<file path="src/rtl/i2c_burst_writer.sv">
// I2C write master: START, address+W, register byte, streamed data burst, STOP.
// Open-drain SDA with per-byte ACK sampling, NACK abort and divided bit clock.
module i2c_burst_writer #(
  parameter int unsigned CLK_DIV   = 250,
  parameter int unsigned MAX_BYTES = 16,
  localparam int unsigned LEN_W    = $clog2(MAX_BYTES + 1)
) (
  input  logic             fast_clk,
  input  logic             rst,
  input  logic             tx_en,
  input  logic [6:0]       slave_addr,
  input  logic [7:0]       reg_addr,
  input  logic [LEN_W-1:0] byte_count,
  input  logic [7:0]       data_in,
  input  logic             data_valid,
  output logic             data_ready,
  output logic             scl,
  output logic             sda_oe,
  input  logic             sda_in,
  output logic             busy,
  output logic             tx_done,
  output logic             err
);
  localparam int unsigned QW = (CLK_DIV > 1) ? $clog2(CLK_DIV) : 1;
  localparam logic [QW-1:0]    QLast  = QW'(CLK_DIV - 1);
  localparam logic [LEN_W-1:0] MaxLen = LEN_W'(MAX_BYTES);

  localparam logic [3:0] StIdle  = 4'd0;
  localparam logic [3:0] StStart = 4'd1;
  localparam logic [3:0] StAddr  = 4'd2;
  localparam logic [3:0] StAckA  = 4'd3;
  localparam logic [3:0] StReg   = 4'd4;
  localparam logic [3:0] StAckR  = 4'd5;
  localparam logic [3:0] StFetch = 4'd6;
  localparam logic [3:0] StData  = 4'd7;
  localparam logic [3:0] StAckD  = 4'd8;
  localparam logic [3:0] StStop  = 4'd9;

  logic [3:0]       state_q, state_d;
  logic [QW-1:0]    qcnt_q;
  logic [1:0]       quarter_q;
  logic [2:0]       bit_q;
  logic [6:0]       slave_q;
  logic [7:0]       reg_q, data_q, cur_byte;
  logic [LEN_W-1:0] remain_q;
  logic             nack_q, err_q;
  logic             qend, bit_end, last_bit, is_ack;

  assign qend     = (qcnt_q == QLast);
  assign bit_end  = qend && (quarter_q == 2'd3);
  assign last_bit = (bit_q == 3'd7);
  assign is_ack   = (state_q == StAckA) || (state_q == StAckR) || (state_q == StAckD);

  always_comb begin
    state_d = state_q;
    case (state_q)
      StIdle:  if (tx_en) state_d = StStart;
      StStart: if (bit_end) state_d = StAddr;
      StAddr:  if (bit_end && last_bit) state_d = StAckA;
      StAckA:  if (bit_end) state_d = nack_q ? StStop : StReg;
      StReg:   if (bit_end && last_bit) state_d = StAckR;
      StAckR:  if (bit_end) state_d = (nack_q || remain_q == '0) ? StStop : StFetch;
      StFetch: if (data_valid) state_d = StData;
      StData:  if (bit_end && last_bit) state_d = StAckD;
      StAckD:  if (bit_end) state_d = (nack_q || remain_q == LEN_W'(1)) ? StStop : StFetch;
      StStop:  if (bit_end) state_d = StIdle;
      default: state_d = StIdle;
    endcase
  end

  always_ff @(posedge fast_clk) begin
    if (rst) begin
      state_q   <= StIdle;
      qcnt_q    <= '0;
      quarter_q <= 2'd0;
      bit_q     <= 3'd0;
      slave_q   <= 7'd0;
      reg_q     <= 8'd0;
      data_q    <= 8'd0;
      remain_q  <= '0;
      nack_q    <= 1'b0;
      err_q     <= 1'b0;
    end else begin
      state_q <= state_d;
      if (state_q == StIdle) begin
        qcnt_q    <= '0;
        quarter_q <= 2'd0;
        bit_q     <= 3'd0;
        if (tx_en) begin
          slave_q  <= slave_addr;
          reg_q    <= reg_addr;
          remain_q <= (byte_count > MaxLen) ? MaxLen : byte_count;
          err_q    <= 1'b0;
        end
      end else if (state_q == StFetch) begin
        qcnt_q    <= '0;
        quarter_q <= 2'd0;
        if (data_valid) data_q <= data_in;
      end else begin
        qcnt_q <= qend ? '0 : qcnt_q + QW'(1);
        if (qend) quarter_q <= quarter_q + 2'd1;
        if (bit_end) begin
          bit_q <= (state_q == StAddr || state_q == StReg || state_q == StData) ?
                   bit_q + 3'd1 : 3'd0;
          if (state_q == StAckD) remain_q <= remain_q - LEN_W'(1);
        end
        // ACK is taken on the last cycle of the first SCL-high quarter
        if (is_ack && quarter_q == 2'd2 && qend) begin
          nack_q <= sda_in;
          if (sda_in) err_q <= 1'b1;
        end
      end
    end
  end

  always_comb begin
    case (state_q)
      StAddr:  cur_byte = {slave_q, 1'b0};
      StReg:   cur_byte = reg_q;
      default: cur_byte = data_q;
    endcase
  end

  always_comb begin
    scl    = 1'b1;
    sda_oe = 1'b0;
    case (state_q)
      StStart: begin
        scl    = (quarter_q < 2'd2);
        sda_oe = (quarter_q != 2'd0);
      end
      StAddr, StReg, StData: begin
        scl    = quarter_q[1];
        sda_oe = ~cur_byte[3'd7 - bit_q];
      end
      StAckA, StAckR, StAckD: scl = quarter_q[1];
      StFetch: scl = 1'b0;
      StStop: begin
        scl    = (quarter_q != 2'd0);
        sda_oe = (quarter_q < 2'd2);
      end
      default: ;
    endcase
  end

  assign data_ready = (state_q == StFetch);
  assign busy       = (state_q != StIdle);
  assign tx_done    = (state_q == StStop) && bit_end;
  assign err        = err_q;

endmodule

</file>
<file path="config.mk">
export PLATFORM = sky130hd
export DESIGN_NAME = i2c_burst_writer
export DESIGN_NICKNAME = d
export VERILOG_FILES = /design/src/rtl/i2c_burst_writer.sv
export SDC_FILE = /design/constraint.sdc
export NUM_CORES = 1
export LEC_CHECK = 0
export ABC_AREA = 1
export CAP_MARGIN = 20
export CORE_MARGIN = 2
export CORE_UTILIZATION = 56
export CTS_BUF_LIST = sky130_fd_sc_hd__clkbuf_8
export CTS_CLUSTER_SIZE = 16
export DETAILED_ROUTE_END_ITERATION = 7
export PLACE_DENSITY = 0.81
export SYNTH_ARGS = -nofsm -noshare
export SYNTH_HDL_FRONTEND = slang
export SYNTH_SLANG_ARGS = --single-unit
</file>
<file path="constraint.sdc">
create_clock -name fast_clk -period 1.84 [get_ports fast_clk]
set_input_delay 0.276 -clock fast_clk [delete_from_list [all_inputs] [get_ports fast_clk]]
set_output_delay 0.276 -clock fast_clk [all_outputs]
set_load 0.01 [all_outputs]
</file>
# After elaboration in Yosys (flattened, before gate mapping)
# Index checks and enable logic that the tools add are counted.
op_classes:
  n_addsub: 5
  order_cmp: 3
  eq_ne: 25
  muxes: 31
  n_bitwise: 3
  reduce_logical: 31
op_table:
  columns: ["operator", "n"]
  rows:
  - ["4-bit two-way mux", 13]
  - ["4-bit one-hot mux with 10 select lines", 1]
  - ["5-bit two-way mux", 6]
  - ["2-bit inequality test, second input constant", 10]
  - ["4-bit by 3-bit equality test with 1-bit output, second input constant", 4]
  - ["8-bit one-hot mux with 2 select lines", 1]
  - ["10-bit AND reduction", 1]
  - ["2-bit nonzero test", 5]
  - ["8-bit by 1-bit adder with 8-bit output, second input constant", 1]
  - ["4-bit by 2-bit equality test with 1-bit output, second input constant", 2]
  - ["4-bit equality test, second input constant", 2]
  - ["8-bit equality test, second input constant", 1]
  - ["4-bit AND reduction", 2]
  - ["1-bit logical OR", 6]
  - ["1-bit two-way mux", 6]
  - ["3-bit AND reduction", 2]
  - ["3-bit OR reduction", 2]
  - ["6-bit OR reduction", 1]
  - ["5-bit by 1-bit equality test with 1-bit output, second input constant", 1]
  - ["5-bit > comparator, second input constant", 1]
  - ["1-bit logical AND", 5]
  - ["5-bit zero test", 1]
  - ["5-bit by 1-bit subtractor with 5-bit output, second input constant", 1]
  - ["2-bit equality test, second input constant", 2]
  - ["18 further kinds", 21]
word_totals:
  ff_bits: 47
  inputBits: 33
  out_inout_bits: 6

# Logic depth before layout (Yosys ltp)
depth:
  word_depth: 8
  depth_mapped: 12
  depth_no_buf: 12

# Least setup slack after synthesis
# No wires, ideal clock.
synth_timing:
  kind: "reg2out"
  from: "register state_q[1]"
  to: "output port sda_oe"
  arrival_ns: 1.368
  t_required_ns: 1.564
  slack_ns: 0.196
  path_stages_with_launch: 13
  path_buffers: 1
  path_cell_list: "dfxtp_1 -> inv_2 -> nor2_4 -> nand2_1 -> buf_2 -> inv_1 -> nand2_1 -> nand3_1 -> nand2_1 -> nand3_1 -> nand3_1 -> nand3_1 -> nand2_1"
synth_via:
  elab_chain_cells: 6
synth_rtl:
  columns: ["item", "line", "source"]
  rows:
  - ["start: declaration", "39", "logic [3:0] state_q, state_d;"]
  - ["start signal: assignment", "73", "state_q <= StIdle;"]
  - ["start signal: assignment", "84", "state_q <= state_d;"]
  - ["4-bit by 3-bit equality test with 1-bit output / 4-bit by 2-bit equality test with 1-bit output (equally long branches)", "117, 127", null]
  - ["8-bit one-hot mux with 2 select lines", "117", "case (state_q)"]
  - ["1-bit binary-select mux with 3-bit select", "134", "sda_oe = ~cur_byte[3'd7 - bit_q];"]
  - ["1-bit two-way mux (implied by the code)", "134", null]
  - ["1-bit inverter", "134", null]
  - ["1-bit one-hot mux with 3 select lines *", "127", "case (state_q)"]
  - ["end: declaration", "18", "output logic sda_oe,"]
# Mark *: on every way between the ends. The rest lies on a longest branch, timed or not. The select of a mux whose other input is x is not followed.

# Final worst setup path
layout_timing:
  from: "register state_q[0]"
  to: "output port sda_oe"
# Same word-level chain as after synthesis.

==> metrics <==
status=finished, violations left; failing checks=setup timing; final hold violation count=0; start point of the critical path=state_q[0]; dpl cells=499; Vias per Instance=5.94; peak supply drop=0.700 mV; Worst R2R Start=state_q[2]; crit path time final=2.14 ns; reg2reg setup slack=-0.07 ns; critical path depth=13; Async S/R FF share, synth=0%; fill count=269; leakage=1.56 nW; Die X-Extent=72.0 um; Worst EP required=1.56 ns; Clock Skews=0.00752 ns; DR pass1 iterations=6; antenna violations before repair=0; layout cell share with drive strength beyond 1=about a quarter; Reg2Reg Depth=12; Layout Nets=502; gpl congestion=0.879; most frequent cells in the layout=67 x nand2_1, 43 x nand3_1, 43 x dfxtp_1; Antenna diodes=0; port bufs=38; Yosys top cell area share=36.3%; mapped cell area=~2600 sq um; Clock Latency Late Sink=between 0.3 and 0.4 ns; reg2reg end=state_q[3]; H-tree depth=2; die height=72.0 um; CTS Root Cell=clkbuf_8; crit path max-delay cell type=dfxtp_4; core area=4410 sq um; Net Count, Synth=between 400 and 500; first-pass GRT wire length=12500 um; Crit Path Max Fanout=5; DR WL/cell=16.5 um; syn_area_per_cell=between 6 and 7 sq um; final period utilization=116%; GRT overflow=0; Worst Hold Slack=between 0.4 and 0.5 ns; Detailed Route Iter0 Violations=between 200 and 300; Worst setup SP type=register; Multi-input gate area=1630 sq um; Post-Synthesis Cells=approximately 380; pwr/cell area=1270 nW/um^2; pre-CTS setup slack=-0.343 ns; cell taking the most area after synthesis=dfxtp_1; Ports=39; sequential-to-total area share from yosys stat=36.3%; vias in the first global route=2855; most used cell, CP=nand2_1; Placement Rows=24; Synth Warn #=0; Routed Antenna Nets=0; routed vias=3039; endpoint class of the critical path=output port; delay-heaviest family, CP=simple AND/OR/NAND/NOR gates; Residual DRC=0; Min-Delay Path Class=reg -> reg; Clock Path Buffers=2; RSZ-0062 raised after global routing=yes; measured slew at the worst slew-check pin=0.498 ns; final wirelength=8420 um; Largest stage delay, worst path=0.37 ns; critical-path cell list=buf_6, nor2_4, buf_6, nand3_1, nand2_1, nor2_1, nand2_1, nand2_2, nand2_2, nand3_2, nand3_2, nand2_1, buf_2; main area contributors after synthesis=dfxtp_1 36%, nand3_1 12%, nand2_1 11%, a21oi_1 6.6%, inv_1 5.7%; Bufs and invs on worst path=3; Post-synth EDFFs=0; max-cap viol count=0; fin cells=512; Post-synth top flop=dfxtp_1; Yosys cell types=35; CTS sink cnt=47; total CTS buffers=5; register area=approximately 950 sq um; fin. max-slew vios=0; synthesized flop and latch total=47; # hold bufs at CTS=0; Final setup violation count=14; Initial Utilization=between 50% and 60%; critical path endpoint=sda_oe; full die area=a little over 5000 sq um; CP Class=reg -> out; largest net degree at the start of global routing=21; CP Data Arrival Time=approximately 1.9 ns; Worst-path clk slew=roughly 0.090 ns; Setup WS post-layout=-0.297 ns; gr usage total=30.4%; final design utilization=83.4%; most common cell after layout, fill and taps aside=nand2_1; CTS tree=done; fmax=0.468 GHz; Final HPWL DP=5220 um; area delta synth->final=42.2%; Max-slew headroom=roughly two thirds
## through the flow
stage	power, W	instance area (sq um)	setup TNS (ns)
2_1_floorplan	0.00256	2590	0
3_3_place_gp	0.00330	3300	-0.630
3_5_place_dp	0.00337	3300	-0.753
4_1_cts	0.00431	3530	-0.331
5_1_grt	0.00492	3680	-1.89
6_report	0.00468	3680	-0.947
## routing by layer
metal	GRT usage (%)	up-vias	routed length, um
met5	0	-	0
met4	14.5	0	654
met3	5.42	82	557
met2	55.0	175	4120
met1	34.4	1375	3090
li1	-	1407	-
## cells in the mapped netlist, types with 2 or more instances
master / count
xnor2_1: 3
ha_1: 10
a22oi_1: 2
inv_2: 4
o21ai_1: 7
clkbuf_1: 7
dfxtp_1: 47
a21oi_1: 34
nand2_1: 74
nor2_2: 2
nand3_1: 60
o21ai_0: 12
o22ai_1: 3
nor2_1: 36
nor3_1: 5
nor2_4: 4
xor2_1: 3
nand2_2: 5
buf_2: 4
or2_2: 3
inv_1: 39
## tightest hold or removal path, cell delays in order (launching register included)
cell,delay [ns]
dfxtp_1,0.32
inv_1,0.04
a21oi_1,0.05
## worst min-delay path by stage
stage,from,end,cells past startpoint
after floorplan,data_q[5],data_q[5],2
after global placement,err,err,2
after detailed placement,err,err,2
after CTS,err,err,2
after global routing,slave_q[6],slave_q[6],2
final,err,err,2
## power by group
group / leakage (nW) / total (W) / switching [W] / internal, W
combinational: 1.12 / 0.00257 / 0.00155 / 0.00101
sequential: 0.384 / 0.00130 / 0.000121 / 0.00118
clock: 0.0618 / 0.000813 / 0.000366 / 0.000447
## final cells by class
class                   count  share of cell area (%)
clock buffers               6                    2.24
clock inverters             2                    1.05
inverters                  45                    4.83
multi-input cells         276                    44.4
flip-flops and latches     47                    25.8
well taps                  52                    1.77
repair buffers             84                    20.0
## state kept, by name (all words and copies together) (netlist names)
| register | cells |
|---|---|
| slave_q | 7 |
| state_q | 4 |
| remain_q | 5 |
| err | 1 |
| qcnt_q | 8 |
| nack_q | 1 |
| quarter_q | 2 |
| bit_q | 3 |
| data_q | 8 |
| reg_q | 8 |
## cells by family after synthesis
logic type,share of synthesized area (%)
compound gates,13.8
xor+xnor,2.03
fa+ha+maj,4.83
buf+inv,8.51
flops,36.3
simple gates,34.5
## repair_timing
| action | 4_1_cts | 5_1_grt |
|---|---|---|
| gates cloned | 0 | 1 |
| setup buffers | 4 | 2 |
| endpoints found under the setup margin | 5 | 13 |
| gates resized for setup | 46 | 35 |
| pin swaps | 12 | 19 |
Note: power is estimated with default switching activity, not from simulation.
